`config.mk`:
```
export PLATFORM = sky130hd
export DESIGN_NAME = cfg_chain_loader
export DESIGN_NICKNAME = d
export VERILOG_FILES = /design/src/rtl/cfg_chain_loader.sv
export SDC_FILE = /design/constraint.sdc
export NUM_CORES = 1
export LEC_CHECK = 0
export CORE_ASPECT_RATIO = 0.6
export CORE_MARGIN = 1.5
export CORE_UTILIZATION = 57
export DETAILED_ROUTE_END_ITERATION = 10
export GPL_TIMING_DRIVEN = 1
export HOLD_SLACK_MARGIN = 0.08
export PLACE_DENSITY_LB_ADDON = 0.2
export SLEW_MARGIN = 20
export SYNTH_ARGS = -nofsm -noshare
export SYNTH_HDL_FRONTEND = slang
export SYNTH_SLANG_ARGS = --single-unit
export TNS_END_PERCENT = 20
```
`constraint.sdc`:
```
create_clock -name config_clk -period 5.15 [get_ports config_clk]
set_input_delay 0.515 -clock config_clk [delete_from_list [all_inputs] [get_ports config_clk]]
set_output_delay 0.515 -clock config_clk [all_outputs]
set_load 0.02 [all_outputs]
```
`src/rtl/cfg_chain_loader.sv`:
```
// Serial loader for a fabric configuration shift chain: double-buffered words in, one bit per enabled cycle out.
// Define CFG_READBACK_EN to also pack the bits leaving the chain tail into readback words.
module cfg_chain_loader #(
  parameter int WORD_W    = 32,
  parameter int CHAIN_LEN = 96
) (
  input  logic              config_clk,
  input  logic              config_reset,
  input  logic              start,
  output logic              busy,
  output logic              done,
  input  logic              word_valid,
  input  logic [WORD_W-1:0] word_data,
  output logic              word_ready,
  output logic              config_out,
  output logic              config_en,
  input  logic              config_in,
  output logic              rd_valid,
  output logic [WORD_W-1:0] rd_data
);

  localparam int NWORDS = (CHAIN_LEN + WORD_W - 1) / WORD_W;
  localparam int BL_W   = $clog2(CHAIN_LEN + 1);
  localparam int WT_W   = $clog2(NWORDS + 1);
  localparam int CNT_W  = $clog2(WORD_W);

  typedef enum logic [1:0] {IDLE, LOAD, DONE} state_t;

  state_t            state_q, state_d;
  logic [BL_W-1:0]   bits_left;
  logic [WT_W-1:0]   words_taken;
  logic [WORD_W-1:0] sh_reg;
  logic [CNT_W-1:0]  sh_cnt;
  logic [WORD_W-1:0] hold_reg;
  logic              hold_full;
  logic              accept;
  logic              last_shift;
  logic              from_hold;

  always_ff @(posedge config_clk or posedge config_reset) begin
    if (config_reset) state_q <= IDLE;
    else              state_q <= state_d;
  end

  always_comb begin
    state_d    = state_q;
    busy       = 1'b0;
    done       = 1'b0;
    word_ready = 1'b0;
    accept     = 1'b0;
    last_shift = 1'b0;
    case (state_q)
      IDLE: if (start) state_d = LOAD;
      LOAD: begin
        busy       = 1'b1;
        word_ready = (words_taken < WT_W'(NWORDS)) && !hold_full;
        accept     = word_valid && word_ready;
        last_shift = config_en && (bits_left == BL_W'(1));
        if (last_shift) state_d = DONE;
      end
      DONE: begin
        done    = 1'b1;
        state_d = IDLE;
      end
      default: state_d = IDLE;
    endcase
  end

  // Shift register drains first; the holding word refills it the cycle it runs dry, so words chain with no bubble.
  assign from_hold = (sh_cnt == '0) && hold_full && !last_shift;

  always_ff @(posedge config_clk or posedge config_reset) begin
    if (config_reset) begin
      bits_left   <= '0;
      words_taken <= '0;
      sh_reg      <= '0;
      sh_cnt      <= '0;
      hold_reg    <= '0;
      hold_full   <= 1'b0;
      config_out  <= 1'b0;
      config_en   <= 1'b0;
    end else if (state_q == IDLE) begin
      config_out <= 1'b0;
      config_en  <= 1'b0;
      hold_full  <= 1'b0;
      sh_cnt     <= '0;
      if (start) begin
        bits_left   <= BL_W'(CHAIN_LEN);
        words_taken <= '0;
      end
    end else if (state_q == LOAD) begin
      if (accept)    words_taken <= words_taken + WT_W'(1);
      if (config_en) bits_left   <= bits_left - BL_W'(1);

      if (last_shift) begin
        config_en  <= 1'b0;
        config_out <= 1'b0;
      end else if (sh_cnt != '0) begin
        config_en  <= 1'b1;
        config_out <= sh_reg[0];
        sh_reg     <= sh_reg >> 1;
        sh_cnt     <= sh_cnt - CNT_W'(1);
      end else if (hold_full) begin
        config_en  <= 1'b1;
        config_out <= hold_reg[0];
        sh_reg     <= hold_reg >> 1;
        sh_cnt     <= CNT_W'(WORD_W - 1);
      end else if (accept) begin
        config_en  <= 1'b1;
        config_out <= word_data[0];
        sh_reg     <= word_data >> 1;
        sh_cnt     <= CNT_W'(WORD_W - 1);
      end else begin
        config_en  <= 1'b0;
        config_out <= 1'b0;
      end

      // Upper bits of a partial final word are simply never reached before bits_left hits zero.
      if (accept && (sh_cnt != '0 || hold_full)) begin
        hold_reg  <= word_data;
        hold_full <= 1'b1;
      end else if (from_hold) begin
        hold_full <= 1'b0;
      end
    end else begin
      config_en  <= 1'b0;
      config_out <= 1'b0;
    end
  end

`ifdef CFG_READBACK_EN
  logic [WORD_W-1:0] rb_acc;
  logic [CNT_W-1:0]  rb_cnt;
  logic [WORD_W-1:0] rb_word;

  assign rb_word = rb_acc | (WORD_W'(config_in) << rb_cnt);

  // The tail bit leaving at each enabled edge is the old configuration; a short last word goes out zero-filled.
  always_ff @(posedge config_clk or posedge config_reset) begin
    if (config_reset) begin
      rb_acc   <= '0;
      rb_cnt   <= '0;
      rd_valid <= 1'b0;
      rd_data  <= '0;
    end else begin
      rd_valid <= 1'b0;
      if (state_q == IDLE && start) begin
        rb_acc <= '0;
        rb_cnt <= '0;
      end else if (state_q == LOAD && config_en) begin
        if (rb_cnt == CNT_W'(WORD_W - 1) || last_shift) begin
          rd_data  <= rb_word;
          rd_valid <= 1'b1;
          rb_acc   <= '0;
          rb_cnt   <= '0;
        end else begin
          rb_acc <= rb_word;
          rb_cnt <= rb_cnt + CNT_W'(1);
        end
      end
    end
  end
`else
  logic unused_config_in;
  assign unused_config_in = config_in;
  assign rd_valid = 1'b0;
  assign rd_data  = '0;
`endif

endmodule

```
==> impl_metrics.csv, run 1 <==
group,metric,value,unit
placed_design,gp_congestion,0.733,
route,routedWlPerCell,15.6,um
clock_network,cts_tree,"yes",
power,power_density,631,nW/um2
sta,fin_worst_skew,6.63,ps
layout,drive_above_1_share,20.6,%
critical_path,required,5380,ps
route,via_per_inst,5.23,
floorplanning,initial_core_util,59.7,%
route,drc,0,
sta,max-slew-margin-rel,29.0,%
sta,setup_violations,0,
logic_synthesis,synth_top_area_cell,"dfrtp_1",
logic_synthesis,synth_area_leaders,"dfrtp_1, mux2_4, mux2_2",
clock_network,postCtsHoldBufs,0,
floorplanning,dieArea,8250,um2
logic_synthesis,synth_flop_cell,"dfrtp_1",
route,drt_iter0_markers,155,
clock_network,path_clk_slew,60,ps
logic_synthesis,yosysSeqAreaShare,46.8,%
logic_synthesis,synthTopCellsByCount,"dfrtp_1, o21ai_0, nand2_1, buf_4, mux2_2",
logic_synthesis,synthCells,384,
power,peakVddDrop,0.352,mV
power,finalPower,3.21,mW
clock_network,numClockSinks,82,
logic_synthesis,synth_area,4390,um2
critical_path,worst_setup_path_start_kind,"register",
global_routing,grt.total_usage,22.0,%
route,num_vias,2758,
sta,period_share,63.3,%
placed_design,dp_hpwl,5.27,mm
floorplanning,ios,75,
sta,finalHoldViolations,0,
sta,rsz0062_at_grt,"false",
sta,finalSetupTns,0,ps
placed_design,place_inst,510,
clock_network,root_buffer,"clkbuf_16",
placed_design,io_buffers,40,
floorplanning,core.rowCount,24,
logic_synthesis,yosys_warnings,0,
outcome,status,"complete, no violations",
critical_path,path_max_fanout,20,
critical_path,r2r_slack,1890,ps
worst_hold_path,hold_class,"register to register",
critical_path,endpoint_kind,"register",
clock_network,cts_inserted_buffers,9,
route,ant_nets,0,
layout,antenna_cells,0,
global_routing,grt_antenna_before_repair,0,
floorplanning,die_h,71.0,um
route,drtPass1Iterations,6,
global_routing,grt-ovfl-total,0,
critical_path,worstPathArrival,3480,ps
sta,fmax,0.307,GHz
clock_network,clkLatencyLatePin,340,ps
clock_network,cts_setup_buffers,0,
logic_synthesis,synth.most_common_cell,"dfrtp_1",
global_routing,grt_pass1_vias,2678,
global_routing,grt_pass1_wl,13.4,mm
floorplanning,die_x,116,um
sta,tightest_slew,1060,ps
sta,slew_violations,0,
logic_synthesis,synth_area_per_cell,11.4,um2
logic_synthesis,synth_top_area_share,46.8,%
logic_synthesis,synth_edf_count,0,
layout,area_delta_synth_final,15.7,%
floorplanning,fp.coreArea,7360,um2
layout,largest_reg_flops,32,
route,drt-total-wl,8.21,mm
sta,fin_crit,3260,ps
layout,nNetsFinal,459,
flow_run,drv_cap,0,
logic_synthesis,synth_cell_types,44,
clock_network,clock_path_buffers,2,
logic_synthesis,synthArstFlopShare,100,%
power,leakagePower,2.41,nW
critical_path,critPathKind,"register to register",
clock_network,cts_resized,0,
logic_synthesis,synth.ff_latch_count,82,
clock_network,h-tree-depth,3,
global_routing,grt_max_degree,46,
layout,stdcell_count,527,
per-layer routing:
| layer | track usage [%] | wire (um) |
|---|---|---|
| met5 | 0 | 0 |
| met3 | 9.25 | 416 |
| met2 | 31.8 | 3750 |
| met4 | 5.96 | 77 |
| met1 | 30.6 | 3970 |
path summary, 6_finish.rpt:
kind / startpoint / endpoint / cells past startpoint
setup / recovery: state_q[1] / sh_reg[28] / 6
hold / removal: hold_reg[5] / hold_reg[5] / 1
setup reg to reg: state_q[1] / sh_reg[28] / 6
hold reg to reg: hold_reg[5] / hold_reg[5] / 1
max in group asynchronous: config_reset / hold_full / 3
min in group asynchronous: config_reset / sh_reg[13] / 2
placed cells by master, fill, tap and decap left out, drive strengths merged, types with 2 or more instances in the layout:
| cell | netlist | routed |
|---|---|---|
| buf | 44 | 5 |
| nor2 | 15 | 15 |
| inv | 10 | 9 |
| ha | 4 | 4 |
| or4 | 2 | 2 |
| a21oi | 2 | 2 |
| conb | 1 | 33 |
| nand2 | 38 | 38 |
| mux2i | 33 | 33 |
| o31ai | 2 | 2 |
| mux2 | 62 | 62 |
| o21ai | 40 | 40 |
| nor4 | 2 | 2 |
| o211ai | 2 | 2 |
| nor3 | 5 | 5 |
| nor4b | 3 | 3 |
| bufinv | 0 | 2 |
| a31oi | 2 | 2 |
| nand3 | 3 | 3 |
| clkbuf | 10 | 14 |
| clkdlybuf4s50 | 0 | 40 |
| xnor2 | 5 | 5 |
| dfrtp | 82 | 82 |
cells by family after synthesis:
logic type / Yosys count / share of synthesized area (%)
xor gates and xnor gates: 5 / 0.998
adders and majority gates: 4 / 1.14
DFF: 82 / 46.8
other: 1 / 0.0854
muxes: 95 / 25.8
and+or+nand+nor: 78 / 8.58
buffers and inverters: 64 / 9.01
AOI/OAI and AO/OA: 55 / 7.61
critical path, cell delays in order, from the launching register on:
cell and delay [ps]:
dfrtp_1 590, nand2b_1 400, inv_1 270, a311oi_4 180
nor3_4 840, buf_4 450, mux2_2 380
cell type report:
| cell class | instances | area, um2 |
|---|---|---|
| clock buffer | 14 | 264 |
| clock inverter | 2 | 60.1 |
| fill | 577 | 2280 |
| inverter | 10 | 38.8 |
| multi-input combinational | 270 | 2070 |
| sequential | 82 | 2050 |
| tap | 104 | 130 |
| timing repair buffer | 45 | 458 |
through the flow:
step                      cell area, um2  hold WS, ps  utilization [%]  setup slack (ps)
after floorplan                     4510          464                -              2530
after detailed placement            4730          493             64.2              1940
after CTS                           5050          505             68.6              1880
after global placement              4730          487             64.2              1990
final                               5080          504             69.0              1890
after global routing                5080          512             69.0              1690
where the power goes:
group          internal, mW  switching (mW)  leakage (nW)  total, mW
sequential            0.949           0.207         0.999       1.16
combinational         0.744           0.608          1.26       1.35
clock                 0.452           0.246         0.157      0.698
Note: power is estimated with default switching activity, not from simulation.
==> inputs of run 2 (changes only) <==
--- a/config.mk
+++ b/config.mk
@@ -7,7 +7,7 @@
 export LEC_CHECK = 0
 export CORE_ASPECT_RATIO = 0.6
 export CORE_MARGIN = 1.5
-export CORE_UTILIZATION = 57
+export CORE_UTILIZATION = 53
 export DETAILED_ROUTE_END_ITERATION = 10
 export GPL_TIMING_DRIVEN = 1
 export HOLD_SLACK_MARGIN = 0.08
==> constraint.sdc (replaced) <==
create_clock -name config_clk -period 3.06 [get_ports config_clk]
set_input_delay 0.306 -clock config_clk [delete_from_list [all_inputs] [get_ports config_clk]]
set_output_delay 0.306 -clock config_clk [all_outputs]
set_load 0.02 [all_outputs]
==> impl_metrics.csv, run 2 (synthesis gave the netlist of run 1 again) <==
group,metric,value,unit
outcome,status,"complete, no violations",
power,leakagePower,2.44,nW
flow_run,drv_cap,0,
layout,stdcell_count,536,
clock_network,cts_resized,0,
power,power_density,1030,nW/um2
placed_design,gp_congestion,0.814,
power,peakVddDrop,0.502,mV
sta,fin_crit,2740,ps
critical_path,path_max_fanout,63,
critical_path,worstPathArrival,2960,ps
critical_path,required,3280,ps
critical_path,endpoint_kind,"register",
layout,nNetsFinal,464,
layout,multi_input_area,2070,um2
clock_network,root_buffer,"clkbuf_16",
placed_design,dp_hpwl,5.34,mm
floorplanning,die_x,120,um
sta,fin_worst_skew,5.53,ps
sta,setup_violations,0,
sta,tightest_slew,865,ps
clock_network,numClockSinks,82,
critical_path,critPathKind,"register to register",
floorplanning,ios,75,
placed_design,place_inst,520,
route,routedWlPerCell,15.2,um
clock_network,cts_setup_buffers,0,
sta,slew_violations,0,
clock_network,clock_path_buffers,2,
layout,drive_above_1_share,22.2,%
layout,fillers,643,
route,ant_nets,0,
floorplanning,initial_core_util,55.2,%
clock_network,h-tree-depth,3,
global_routing,grt-ovfl-total,0,
floorplanning,die_h,73.5,um
global_routing,grt_pass1_wl,13.8,mm
route,drt_iter0_markers,173,
sta,period_share,89.6,%
power,finalPower,5.25,mW
route,drc,0,
route,via_per_inst,5.28,
critical_path,worst_setup_path_start_kind,"register",
sta,finalSetupTns,0,ps
sta,setup_ws,317,ps
layout,largest_reg_flops,32,
clock_network,clkLatencyLatePin,340,ps
route,drtPass1Iterations,4,
sta,max-slew-margin-rel,41.5,%
layout,final_common_cell,"dfrtp_1",
worst_hold_path,hold_class,"primary input to asynchronous set/reset pin",
layout,final_cell_mix,"dfrtp_1, clkdlybuf4s50_1, o21ai_0",
sta,fmax,0.365,GHz
global_routing,grt.total_usage,20.4,%
layout,ff_latch_area,2050,um2
layout,area_delta_synth_final,16.1,%
clock_network,cts_inserted_buffers,9,
floorplanning,fp.coreArea,7950,um2
route,num_vias,2829,
floorplanning,dieArea,8850,um2
global_routing,grt_max_degree,64,
clock_network,path_clk_slew,60,ps
route,drt-total-wl,8.16,mm
layout,fin_util,64.1,%
sta,rsz0062_at_grt,"false",
clock_network,postCtsHoldBufs,0,
global_routing,grt_pass1_vias,2834,
global_routing,grt_antenna_before_repair,0,
clock_network,cts_tree,"yes",
placed_design,pre_cts_ws,359,ps
layout,antenna_cells,0,
sta,finalHoldViolations,0,
floorplanning,core.rowCount,25,
placed_design,io_buffers,40,
run 2: cell types whose count changed in the layout (fill, tap and decap cells not counted), sizes merged:
cell,before,now
clkinv,1,6
bufinv,2,0
clkbuf,14,11
buf,5,10
run 2: worst paths after layout:
| kind | slack [ps] | to | start | cells past startpoint |
|---|---|---|---|---|
| max in group asynchronous | 1990 | hold_reg[25] | config_reset | 3 |
| max | 320 | hold_reg[26] | sh_cnt[0] | 7 |
| min in group config_clk | 500 | hold_reg[31] | hold_reg[31] | 1 |
| min reg2reg | 500 | hold_reg[31] | hold_reg[31] | 1 |
| max reg2reg | 320 | hold_reg[26] | sh_cnt[0] | 7 |
| min | 410 | hold_reg[14] | config_reset | 2 |
run 2: through the flow:
stage | hold WS, ps | cell area [um2]
final | 406 | 5090
after global placement | 483 | 4810
after CTS | 432 | 5090
after floorplan | 457 | 4510
after global routing | 460 | 5090
after detailed placement | 492 | 4810
run 2: worst max-delay path, cell delays in order (launching register included):
cell	delay (ps)
dfrtp_1	390
inv_1	110
ha_1	250
or4b_2	670
buf_4	330
o21ai_4	230
buf_12	240
mux2_2	360
run 2: area by class of cell:
cell class	instances	area share (%)
repair buffers	50	10.1
multi-input cells	270	40.7
well taps	108	2.65
inverters	10	0.761
clock inverters	5	0.565
clock buffers	11	4.96
flip-flops and latches	82	40.3
run 2: routing by layer:
layer	GRT usage [%]	part of all wire, %	vias up
li1	-	-	1352
met1	27.3	49	1410
met2	32.9	46	58
met3	6.06	3.8	9
met4	5.62	1.0	0
met5	0	0	-
run 2: report_power, final:
| part | internal, mW | total [mW] | leakage (nW) | switching (mW) |
|---|---|---|---|---|
| clock network | 0.589 | 1.01 | 0.145 | 0.423 |
| logic | 1.27 | 2.32 | 1.29 | 1.05 |
| registers | 1.60 | 1.92 | 0.999 | 0.318 |
